File: src/rtl/ps2_drive_pkg.sv
// ps2_drive_pkg: shared constants for the PS/2 drive controller.
//   - Scancode bytes for prefixes and mapped keys
//   - Decoder FSM state encoding
//   - accel/steer output encodings and held-vector bit positions
//   - key_mask(): maps a completed key byte to a {fwd,back,left,right} mask
package ps2_drive_pkg;

  // Scancode bytes
  localparam logic [7:0] ScE0      = 8'hE0;
  localparam logic [7:0] ScF0      = 8'hF0;
  localparam logic [7:0] ScFwd     = 8'h73;  // keypad 5 (non-extended)
  localparam logic [7:0] ScFwdExt  = 8'h75;  // up arrow (extended)
  localparam logic [7:0] ScBack    = 8'h72;
  localparam logic [7:0] ScLeft    = 8'h6B;
  localparam logic [7:0] ScRight   = 8'h74;
  localparam logic [7:0] ScEsc     = 8'h76;

  // Decoder states
  typedef enum logic [1:0] {
    StIdle,
    StGotE0,
    StGotF0,
    StGotE0F0
  } dec_state_e;

  // Output encodings
  localparam logic [1:0] AccelFwd      = 2'b10;
  localparam logic [1:0] AccelBack     = 2'b01;
  localparam logic [1:0] AccelStop     = 2'b00;
  localparam logic [1:0] SteerLeft     = 2'b10;
  localparam logic [1:0] SteerRight    = 2'b01;
  localparam logic [1:0] SteerStraight = 2'b00;

  // Bit positions inside the held vector
  localparam int unsigned HeldFwd   = 3;
  localparam int unsigned HeldBack  = 2;
  localparam int unsigned HeldLeft  = 1;
  localparam int unsigned HeldRight = 0;

  // Returns the one-hot held mask for a key byte; zero for unmapped codes.
  // Prefix bytes never match, so a stray E0/F0 mid-sequence has no effect.
  function automatic logic [3:0] key_mask(input logic [7:0] code, input logic ext);
    logic [3:0] m;
    m = 4'b0000;
    if (ext) begin
      unique case (code)
        ScFwdExt: m[HeldFwd]   = 1'b1;
        ScBack:   m[HeldBack]  = 1'b1;
        ScLeft:   m[HeldLeft]  = 1'b1;
        ScRight:  m[HeldRight] = 1'b1;
        default:  m = 4'b0000;
      endcase
    end else begin
      unique case (code)
        ScFwd:   m[HeldFwd]   = 1'b1;
        ScBack:  m[HeldBack]  = 1'b1;
        ScLeft:  m[HeldLeft]  = 1'b1;
        ScRight: m[HeldRight] = 1'b1;
        default: m = 4'b0000;
      endcase
    end
    return m;
  endfunction

endpackage

File: src/rtl/ps2_drive_ctrl_axis_arb.sv
// drive_axis_arb: last-pressed arbitration for one drive axis.
// Ports:
//   clk, reset        - clock, synchronous active-high reset
//   clr               - force output to DirNone (emergency stop)
//   press_a, press_b  - new press (not typematic) of key A / key B this cycle
//   held_a, held_b    - next-state held flags of key A / key B
//   dir               - registered direction: DirA, DirB or DirNone
module drive_axis_arb
  import ps2_drive_pkg::*;
#(
  parameter logic [1:0] DirA    = 2'b10,
  parameter logic [1:0] DirB    = 2'b01,
  parameter logic [1:0] DirNone = 2'b00
) (
  input  logic       clk,
  input  logic       reset,
  input  logic       clr,
  input  logic       press_a,
  input  logic       press_b,
  input  logic       held_a,
  input  logic       held_b,
  output logic [1:0] dir
);

  // Recency bit: 1 when B was pressed more recently than A.
  logic       last_b_q;
  logic       last_b_d;
  logic [1:0] dir_d;

  always_comb begin
    last_b_d = last_b_q;
    if (press_a) begin
      last_b_d = 1'b0;
    end else if (press_b) begin
      last_b_d = 1'b1;
    end

    unique case ({held_a, held_b})
      2'b10:   dir_d = DirA;
      2'b01:   dir_d = DirB;
      // Both held: the newest press wins; when it breaks, the case above
      // hands the axis back to the survivor on the same update.
      2'b11:   dir_d = last_b_d ? DirB : DirA;
      default: dir_d = DirNone;
    endcase

    if (clr) begin
      dir_d = DirNone;
    end
  end

  always_ff @(posedge clk) begin
    if (reset) begin
      last_b_q <= 1'b0;
      dir      <= DirNone;
    end else begin
      last_b_q <= last_b_d;
      dir      <= dir_d;
    end
  end

endmodule

File: src/rtl/ps2_drive_ctrl.sv
// ps2_drive_ctrl: decodes PS/2 set-2 scancodes into drive/steer commands.
// Ports:
//   CLOCK_50        - clock (rising edge)
//   reset           - synchronous active-high reset
//   ps2_key_data    - scancode byte, valid when ps2_key_pressed=1
//   ps2_key_pressed - one-cycle byte strobe
//   accel           - 10 forward, 01 backward, 00 stop (registered)
//   steer           - 10 left, 01 right, 00 straight (registered)
//   estop           - one-cycle pulse on ESC make
//   held            - {fwd,back,left,right} held flags (registered)
//   seq_err         - one-cycle pulse when a prefix sequence times out
module ps2_drive_ctrl
  import ps2_drive_pkg::*;
#(
  parameter int unsigned TIMEOUT_CYCLES = 1_000_000,
  parameter int unsigned TMR_W          = 20
) (
  input  logic       CLOCK_50,
  input  logic       reset,
  input  logic [7:0] ps2_key_data,
  input  logic       ps2_key_pressed,
  output logic [1:0] accel,
  output logic [1:0] steer,
  output logic       estop,
  output logic [3:0] held,
  output logic       seq_err
);

  localparam logic [TMR_W-1:0] TmrLast = TMR_W'(TIMEOUT_CYCLES - 1);

  dec_state_e       state_q;
  logic [TMR_W-1:0] tmr_q;
  logic [3:0]       held_q;
  logic             estop_q;
  logic             seq_err_q;

  logic       is_ext;
  logic       is_brk;
  logic       is_final;
  logic       is_esc;
  logic       timeout_hit;
  logic [3:0] mask;
  logic [3:0] press;
  logic [3:0] held_d;

  // Byte classification for the current strobe.
  always_comb begin
    is_ext   = (state_q == StGotE0) || (state_q == StGotE0F0);
    is_brk   = (state_q == StGotF0) || (state_q == StGotE0F0);
    // Any strobe that does not advance to another prefix state completes a sequence.
    is_final = ps2_key_pressed
             && !((state_q == StIdle) && ((ps2_key_data == ScE0) || (ps2_key_data == ScF0)))
             && !((state_q == StGotE0) && (ps2_key_data == ScF0));
    mask     = key_mask(ps2_key_data, is_ext);
    is_esc   = is_final && !is_ext && !is_brk && (ps2_key_data == ScEsc);

    held_d = held_q;
    press  = 4'b0000;
    if (is_esc) begin
      held_d = 4'b0000;
    end else if (is_final) begin
      if (is_brk) begin
        held_d = held_q & ~mask;
      end else begin
        // Typematic repeats of a held key do not count as a new press.
        press  = mask & ~held_q;
        held_d = held_q | mask;
      end
    end

    // A strobe on the expiry cycle takes priority over the timeout.
    timeout_hit = (state_q != StIdle) && !ps2_key_pressed && (tmr_q == TmrLast);
  end

  always_ff @(posedge CLOCK_50) begin
    if (reset) begin
      state_q   <= StIdle;
      tmr_q     <= '0;
      held_q    <= 4'b0000;
      estop_q   <= 1'b0;
      seq_err_q <= 1'b0;
    end else begin
      held_q    <= held_d;
      estop_q   <= is_esc;
      seq_err_q <= timeout_hit;

      unique case (state_q)
        StIdle: begin
          tmr_q <= '0;
          if (ps2_key_pressed) begin
            if (ps2_key_data == ScE0) begin
              state_q <= StGotE0;
            end else if (ps2_key_data == ScF0) begin
              state_q <= StGotF0;
            end
          end
        end
        StGotE0: begin
          if (ps2_key_pressed) begin
            tmr_q   <= '0;
            state_q <= (ps2_key_data == ScF0) ? StGotE0F0 : StIdle;
          end else if (timeout_hit) begin
            tmr_q   <= '0;
            state_q <= StIdle;
          end else begin
            tmr_q <= tmr_q + TMR_W'(1);
          end
        end
        StGotF0, StGotE0F0: begin
          if (ps2_key_pressed || timeout_hit) begin
            tmr_q   <= '0;
            state_q <= StIdle;
          end else begin
            tmr_q <= tmr_q + TMR_W'(1);
          end
        end
        default: begin
          tmr_q   <= '0;
          state_q <= StIdle;
        end
      endcase
    end
  end

  drive_axis_arb #(
    .DirA    (AccelFwd),
    .DirB    (AccelBack),
    .DirNone (AccelStop)
  ) u_accel_arb (
    .clk     (CLOCK_50),
    .reset   (reset),
    .clr     (is_esc),
    .press_a (press[HeldFwd]),
    .press_b (press[HeldBack]),
    .held_a  (held_d[HeldFwd]),
    .held_b  (held_d[HeldBack]),
    .dir     (accel)
  );

  drive_axis_arb #(
    .DirA    (SteerLeft),
    .DirB    (SteerRight),
    .DirNone (SteerStraight)
  ) u_steer_arb (
    .clk     (CLOCK_50),
    .reset   (reset),
    .clr     (is_esc),
    .press_a (press[HeldLeft]),
    .press_b (press[HeldRight]),
    .held_a  (held_d[HeldLeft]),
    .held_b  (held_d[HeldRight]),
    .dir     (steer)
  );

  assign held    = held_q;
  assign estop   = estop_q;
  assign seq_err = seq_err_q;

endmodule

File: config.mk
export PLATFORM = sky130hd
export DESIGN_NAME = ps2_drive_ctrl
export DESIGN_NICKNAME = d
export VERILOG_FILES = /design/src/rtl/ps2_drive_pkg.sv /design/src/rtl/ps2_drive_ctrl_axis_arb.sv /design/src/rtl/ps2_drive_ctrl.sv
export SDC_FILE = /design/constraint.sdc
export NUM_CORES = 1
export LEC_CHECK = 0
export ABC_AREA = 1
export BUFFER_PORTS_ARGS = -buffer_cell sky130_fd_sc_hd__buf_4
export CAP_MARGIN = 10
export CELL_PAD_IN_SITES_DETAIL_PLACEMENT = 1
export CELL_PAD_IN_SITES_GLOBAL_PLACEMENT = 1
export CORE_MARGIN = 5
export CORE_UTILIZATION = 30
export DETAILED_ROUTE_END_ITERATION = 8
export MAX_ROUTING_LAYER = met4
export PLACE_DENSITY_LB_ADDON = 0.15
export SLEW_MARGIN = 20
export SYNTH_ARGS = -nofsm -noshare
export SYNTH_HDL_FRONTEND = slang
export SYNTH_HIERARCHICAL = 1
export SYNTH_SLANG_ARGS = --single-unit
File: constraint.sdc
create_clock -name CLOCK_50 -period 2.45 [get_ports CLOCK_50]
set_input_delay 0.1225 -clock CLOCK_50 [delete_from_list [all_inputs] [get_ports CLOCK_50]]
set_output_delay 0.1225 -clock CLOCK_50 [all_outputs]
set_load 0.05 [all_outputs]
* Word level (Yosys, flattened, before mapping) *
Cells that the tools add are included.

cells by class
  multiplexer cells = 32
  equal/unequal tests = 22
  reduce and logical (&&, ||, !) cells = 23
  $add $sub $neg = 1
  bitwise logic cells = 5

operator list
  cell                                                                      number
  20-bit two-way mux                                                        3
  20-bit one-hot mux with 3 select lines                                    1
  8-bit by 7-bit == test with 1-bit output (second input constant)          6
  4-bit two-way mux                                                         7
  20-bit by 1-bit adder with 20-bit output (second input constant)          1
  20-bit == test (second input constant)                                    1
  2-bit two-way mux                                                         9
  2-bit one-hot mux with 3 select lines                                     3
  8-bit == test (second input constant)                                     2
  2-bit == test (second input constant)                                     6
  1-bit logical AND                                                         9
  1-bit two-way mux                                                         9
  4-bit AND                                                                 2
  4-bit inverter                                                            2
  2-bit by 1-bit == test with 1-bit output (second input constant)          3
  1-bit logical NOT                                                         5
  1-bit logical OR                                                          4
  2-bit inequality test (second input constant)                             2
  4-bit OR                                                                  1
  4-bit AND reduction                                                       1
  2-bit OR reduction                                                        2
  3-bit by 1-bit inequality test with 1-bit output (second input constant)  1
  3-bit inequality test (second input constant)                             1
  2-bit logical NOT                                                         1
  2-bit nonzero test                                                        1

storage, ports and cells
  output and inout port bits = 10
  flip-flop bits (word level) = 34
  logic and storage cells = 92

* Longest topological paths before layout *
  depth after elaboration = 14
  mapped depth = 15

* Modules after synthesis *
The synthesis kept the hierarchy.

modules (own cells, without submodules)
  module          instances  area each (sq um)  cells each  sequential area each (sq um)
  ps2_drive_ctrl  1          1836.8             263         560.5
  drive_axis_arb  2          121.4              16          60.1

* Worst setup path after synthesis *
No wires, ideal clock.

  path type = register to register
  start = reg state_q[1]
  end = reg u_accel_arb.dir[0]
  setup time = 122 ps
  stages on the path, launching flop included = 13
  required time = 2328 ps
  arrival time = 1427 ps
  period minus slack after synthesis = 1549 ps
  slack = 901 ps
  buffers on the path = 1
  cell sequence = dfxtp_1 > buf_6 > nor2_8 > nand4_2 > nand2_2 > nor2_4 > nand2_4 > inv_2 > or2_1 > nor2_1 > inv_1 > o21ai_1 > a21oi_1

between the ends
  elaborated cells on any way between the ends = 36
  those cells by class = 6 x eq/ne; 11 x mux; 4 x bitwise; 15 x reduce/logical

RTL lines
  element                                  line                           source
  start: declaration                       ps2_drive_ctrl.sv:31           dec_state_e state_q;
  start signal: assignment                 ps2_drive_ctrl.sv:77           state_q <= StIdle;
  start signal: assignment                 ps2_drive_ctrl.sv:92           state_q <= StGotE0;
  start signal: assignment                 ps2_drive_ctrl.sv:94           state_q <= StGotF0;
  2-bit logical NOT                        ps2_drive_ctrl.sv:52           && !((state_q == StIdle) && ((ps2_key_data == ScE0) || (ps2_key_data == ScF0)))
  1-bit logical AND                        ps2_drive_ctrl.sv:52
  1-bit logical NOT                        ps2_drive_ctrl.sv:52
  1-bit logical AND                        ps2_drive_ctrl.sv:52
  1-bit logical AND                        ps2_drive_ctrl.sv:53           && !((state_q == StGotE0) && (ps2_key_data == ScF0));
  1-bit logical AND                        ps2_drive_ctrl.sv:55           is_esc = is_final && !is_ext && !is_brk && (ps2_key_data == ScEsc);
  1-bit logical AND * (2 in a row)         ps2_drive_ctrl.sv:55
  via is_esc                               ps2_drive_ctrl.sv:40           logic is_esc;
  4-bit two-way mux *                      ps2_drive_ctrl.sv:59           if (is_esc) begin
  via press[3]                             ps2_drive_ctrl.sv:43           logic [3:0] press;
  1-bit two-way mux *                      ps2_drive_ctrl_axis_arb.sv:32  if (press_a) begin
  2-bit two-way mux *                      ps2_drive_ctrl_axis_arb.sv:43  2'b11: dir_d = last_b_d ? DirB : DirA;
  2-bit one-hot mux with 3 select lines *  ps2_drive_ctrl_axis_arb.sv:38  unique case ({held_a, held_b})
  end signal: assignment                   ps2_drive_ctrl_axis_arb.sv:55  dir <= DirNone;
  end signal: assignment                   ps2_drive_ctrl_axis_arb.sv:58  dir <= dir_d;
  end: declaration                         ps2_drive_ctrl_axis_arb.sv:22  output logic [1:0] dir

Mark *: on every way through the listed nets, which the timed path passes. The rest lies on a longest branch.
A chain may end at the register's enable or synchronous reset.

* Worst setup path in the final report *
  start = reg state_q[1]
  end = reg u_steer_arb.dir[1]

between the ends
  word-level cells in the longest chain between the ends = 13
  elaborated cells on any way between the ends = 31
  those cells by class = 6 x eq/ne; 10 x mux; 15 x reduce/logical

RTL lines
  element                                  line                           source
  2-bit logical NOT                        ps2_drive_ctrl.sv:52
  1-bit logical AND                        ps2_drive_ctrl.sv:52
  1-bit logical NOT                        ps2_drive_ctrl.sv:52
  1-bit logical AND                        ps2_drive_ctrl.sv:52
  1-bit logical AND                        ps2_drive_ctrl.sv:53
  1-bit logical AND (3 in a row)           ps2_drive_ctrl.sv:55
  4-bit two-way mux *                      ps2_drive_ctrl.sv:59
  via press[0]                             ps2_drive_ctrl.sv:43
  1-bit two-way mux *                      ps2_drive_ctrl_axis_arb.sv:34  end else if (press_b) begin
  1-bit two-way mux *                      ps2_drive_ctrl_axis_arb.sv:32
  2-bit two-way mux *                      ps2_drive_ctrl_axis_arb.sv:43
  2-bit one-hot mux with 3 select lines *  ps2_drive_ctrl_axis_arb.sv:38
  end signal: assignment                   ps2_drive_ctrl_axis_arb.sv:55
  end signal: assignment                   ps2_drive_ctrl_axis_arb.sv:58
  end: declaration                         ps2_drive_ctrl_axis_arb.sv:22

Marked as above.

==> out/metrics.cfg <==
[clock_network]
worst_path_clk_slew_ps = 70
cts-hold-fix-buffers = 0
cts_tree = built
cts.htree.levels = 2
cts.path.max_buffers = 2
worstSkewPairLatency_ps = 290
cts_sinks = 34
cts_inserted_buffers = 5
gates_resized_cts_repair = 0
clock_root_buffer = sky130_fd_sc_hd__clkbuf_8
postCtsSetupBuffers = 0

[global_route]
initial_antenna_violation_count = 0
pin_count_of_the_biggest_net_entering_global_routing = 13
global_route_wire_length_before_repair_um = 8780
global_route.usage.total = 0.128
globalRoute.totalOverflow = 0
first_global_vias = 1879

[sta]
relSlewSlack = 0.739
final-max-slew-violation-count = 0
finalHoldViolCount = 0
rsz0062_at_grt = no
clock-skew-final_ps = 5.61
fmax_mhz = 550
timing.final.crit_share = 0.742
tightestPinTransition_ps = 391
totalNegativeSetupSlack_ps = 0
report.final.setup_viol = 0
worst_slack_ps = 631
final.min_clock_period_ps = 1820

[floorplan]
floorplan.rows = 30
io_pins = 21
initial_utilization = 0.308
design.core.area_um2 = 6760
fp.dieArea_um2 = 8700
fp.dieW_um = 93.3
die_height_um = 93.3

[finish]
synthToLayoutAreaGrowth_pct = 15.1
design.final.nets = 331
antenna-diode-count = 0
area.sequential_um2 = 681
finalInstanceArea_um2 = 2390
multi_input_comb_area_um2 = 1200
layout.filler_cells = 867
share_of_layout_cells_above_drive_strength_1 = 0.272

[pwr]
power.static_leakage_uw = 0.00103
share_of_total_power_in_the_clock_network = 0.392
share_comb_of_total_power = 0.100
worst_ir_drop_vdd_uv = 190
power_switching_share = 0.265
internal_power_uw = 822
switchingPower_uw = 296
p_per_area_nw_per_um2 = 467
share_seq_of_total_power = 0.508

[yosys]
mappedNetlistNets = 307
syn_area_per_cell_um2 = 7.05
post-synth-top-area-fraction = 0.327
synthDominantAreaCellType = sky130_fd_sc_hd__dfxtp_1
post_synth_inst_count = 295
synth_seq_cells = 34
synth_cell_type_count = 33
synth_warnings = 6
post_synth_instance_area_um2 = 2080
ys_seq_area_frac = 0.327
yosys-top-cells-area = sky130_fd_sc_hd__dfxtp_1, sky130_fd_sc_hd__nand2_1, sky130_fd_sc_hd__nor2_1

[place]
dp.final_hpwl_um = 3980
place.gp.congestion = 0.787
port-buffer-count = 20
placedInstanceArea_um2 = 2300
dp_slack_ps = 632

[setup_path]
crit_fanout = 8
worst_path_required_time_ps = 2640
setup.worst_path.end_class = flop
timing.critical_path.arrival_ps = 2010
critPathLaunchType = flop
critPathKind = reg -> reg

[route]
drt_drc_violations_left = 0
routed-via-count = 1855
iter_0_drt_violations = 47
route.final.wire_length_um = 5010
post_dr_vias_cell = 4.64
average_routed_wire_per_standard_cell_um = 12.5
antenna_left = 0
detailedRoute.firstPassIterationCount = 4

[status]
status = finished, final reports clean

[hold_path]
hold_class = in -> reg

[flow_run]
drv.max_cap_violation_count = 0

[layer usage]
layer	global-route usage	wire [um]	vias to the layer above
met5	-	0	-
met4	0.0476	62	0
met3	0.0249	162	6
met2	0.189	2200	21
met1	0.173	2590	849
li1	-	-	979
[critical path, cell delays in order (launching register included)]
cell,delay [ps]
sky130_fd_sc_hd__dfxtp_1,560
sky130_fd_sc_hd__nor2_8,100
sky130_fd_sc_hd__nand4_2,110
sky130_fd_sc_hd__nand2_2,70
sky130_fd_sc_hd__nor2_4,210
sky130_fd_sc_hd__nand2_4,110
sky130_fd_sc_hd__nor2_2,90
sky130_fd_sc_hd__nand3_1,70
sky130_fd_sc_hd__nor2_1,140
sky130_fd_sc_hd__inv_1,60
sky130_fd_sc_hd__nand2_1,50
sky130_fd_sc_hd__nand3_1,70
sky130_fd_sc_hd__nand2_1,60
sky130_fd_sc_hd__inv_1,30
[registers in the layout, indices dropped and copies added (netlist names)]
signal                flops
tmr_q                    20
held                      4
state_q                   2
u_accel_arb/dir           2
u_steer_arb/dir           2
estop                     1
seq_err                   1
u_accel_arb/last_b_q      1
u_steer_arb/last_b_q      1
[cell type report]
| class | instances | share of cell area |
|---|---|---|
| tap | 80 | 0.0418 |
| timing repair buffer | 20 | 0.0627 |
| inverter | 44 | 0.0700 |
| clock buffer | 7 | 0.0361 |
| clock inverter | 1 | 0.00209 |
| multi-input combinational | 214 | 0.503 |
| sequential | 34 | 0.284 |
[synth_stat cells]
cell,number
sky130_fd_sc_hd__ha_1,1
sky130_fd_sc_hd__o21bai_2,1
sky130_fd_sc_hd__inv_2,14
sky130_fd_sc_hd__buf_2,1
sky130_fd_sc_hd__nor3b_2,2
sky130_fd_sc_hd__nor2_2,19
sky130_fd_sc_hd__xnor2_1,2
sky130_fd_sc_hd__o21ai_1,2
sky130_fd_sc_hd__xor2_1,8
sky130_fd_sc_hd__inv_4,1
sky130_fd_sc_hd__nand3b_1,1
sky130_fd_sc_hd__inv_1,29
sky130_fd_sc_hd__nor3_2,2
sky130_fd_sc_hd__and3_1,2
sky130_fd_sc_hd__nand4_2,2
sky130_fd_sc_hd__nor3_1,3
sky130_fd_sc_hd__or2_1,1
sky130_fd_sc_hd__nand3_1,22
sky130_fd_sc_hd__nand4_4,2
sky130_fd_sc_hd__nor2_4,6
sky130_fd_sc_hd__o21ai_0,6
sky130_fd_sc_hd__nand2_4,2
sky130_fd_sc_hd__buf_6,2
sky130_fd_sc_hd__nor4_1,3
sky130_fd_sc_hd__dfxtp_1,34
sky130_fd_sc_hd__nand4_1,6
sky130_fd_sc_hd__nand3_2,2
sky130_fd_sc_hd__nor2_8,1
sky130_fd_sc_hd__a21oi_1,9
sky130_fd_sc_hd__nand3b_4,1
sky130_fd_sc_hd__nand2_2,5
sky130_fd_sc_hd__nor2_1,42
sky130_fd_sc_hd__nand2_1,61
[per-stage QoR]
step           hold slack [ps]  instances  utilization  power (uW)
2_1_floorplan              195        295            -         661
3_5_place_dp               426        392        0.341         695
4_1_cts                    114        400        0.354        1140
5_1_grt                    122        400        0.354        1180
6_report                   121        400        0.354        1120
3_3_place_gp               420        392        0.341         694
[cells in the final DEF, fill, tap and decap left out, drive strengths merged]
master	netlist	layout
o21ai	8	8
nand3b	2	2
o21bai	1	1
clkinv	0	1
xnor2	2	2
nor4	3	3
nor2	68	68
ha	1	1
nand2	68	68
or2	1	1
clkbuf	0	7
buf	3	20
inv	44	44
a21oi	9	9
nand4	10	10
nand3	24	24
and3	2	2
xor2	8	8
nor3b	2	2
nor3	5	5
dfxtp	34	34
[final timing paths]
check | start | endpoint | slack (ps) | cells past startpoint
worst min-delay path | reset | held[0] | 120 | 2
worst max-delay path | state_q[1] | u_steer_arb/dir[1] | 630 | 13
worst max register to register | state_q[1] | u_steer_arb/dir[1] | 630 | 13
worst min register to register | tmr_q[0] | tmr_q[0] | 460 | 1
[power groups by stage]
stage,logic (uW),registers (uW),clock network [uW]
2_1_floorplan,85.3,576,0
3_3_place_gp,113,581,0
3_5_place_dp,114,581,0
4_1_cts,114,568,460
5_1_grt,126,569,482
6_report,112,568,438
[logic make-up after synthesis]
group                      synth area share
buffers and inverters                0.0939
DFF                                   0.327
and+or+nand+nor                       0.484
adders and majority gates           0.00602
xor gates and xnor gates             0.0421
AOI/OAI and AO/OA                    0.0463
Power figures use the tool's default switching activity.
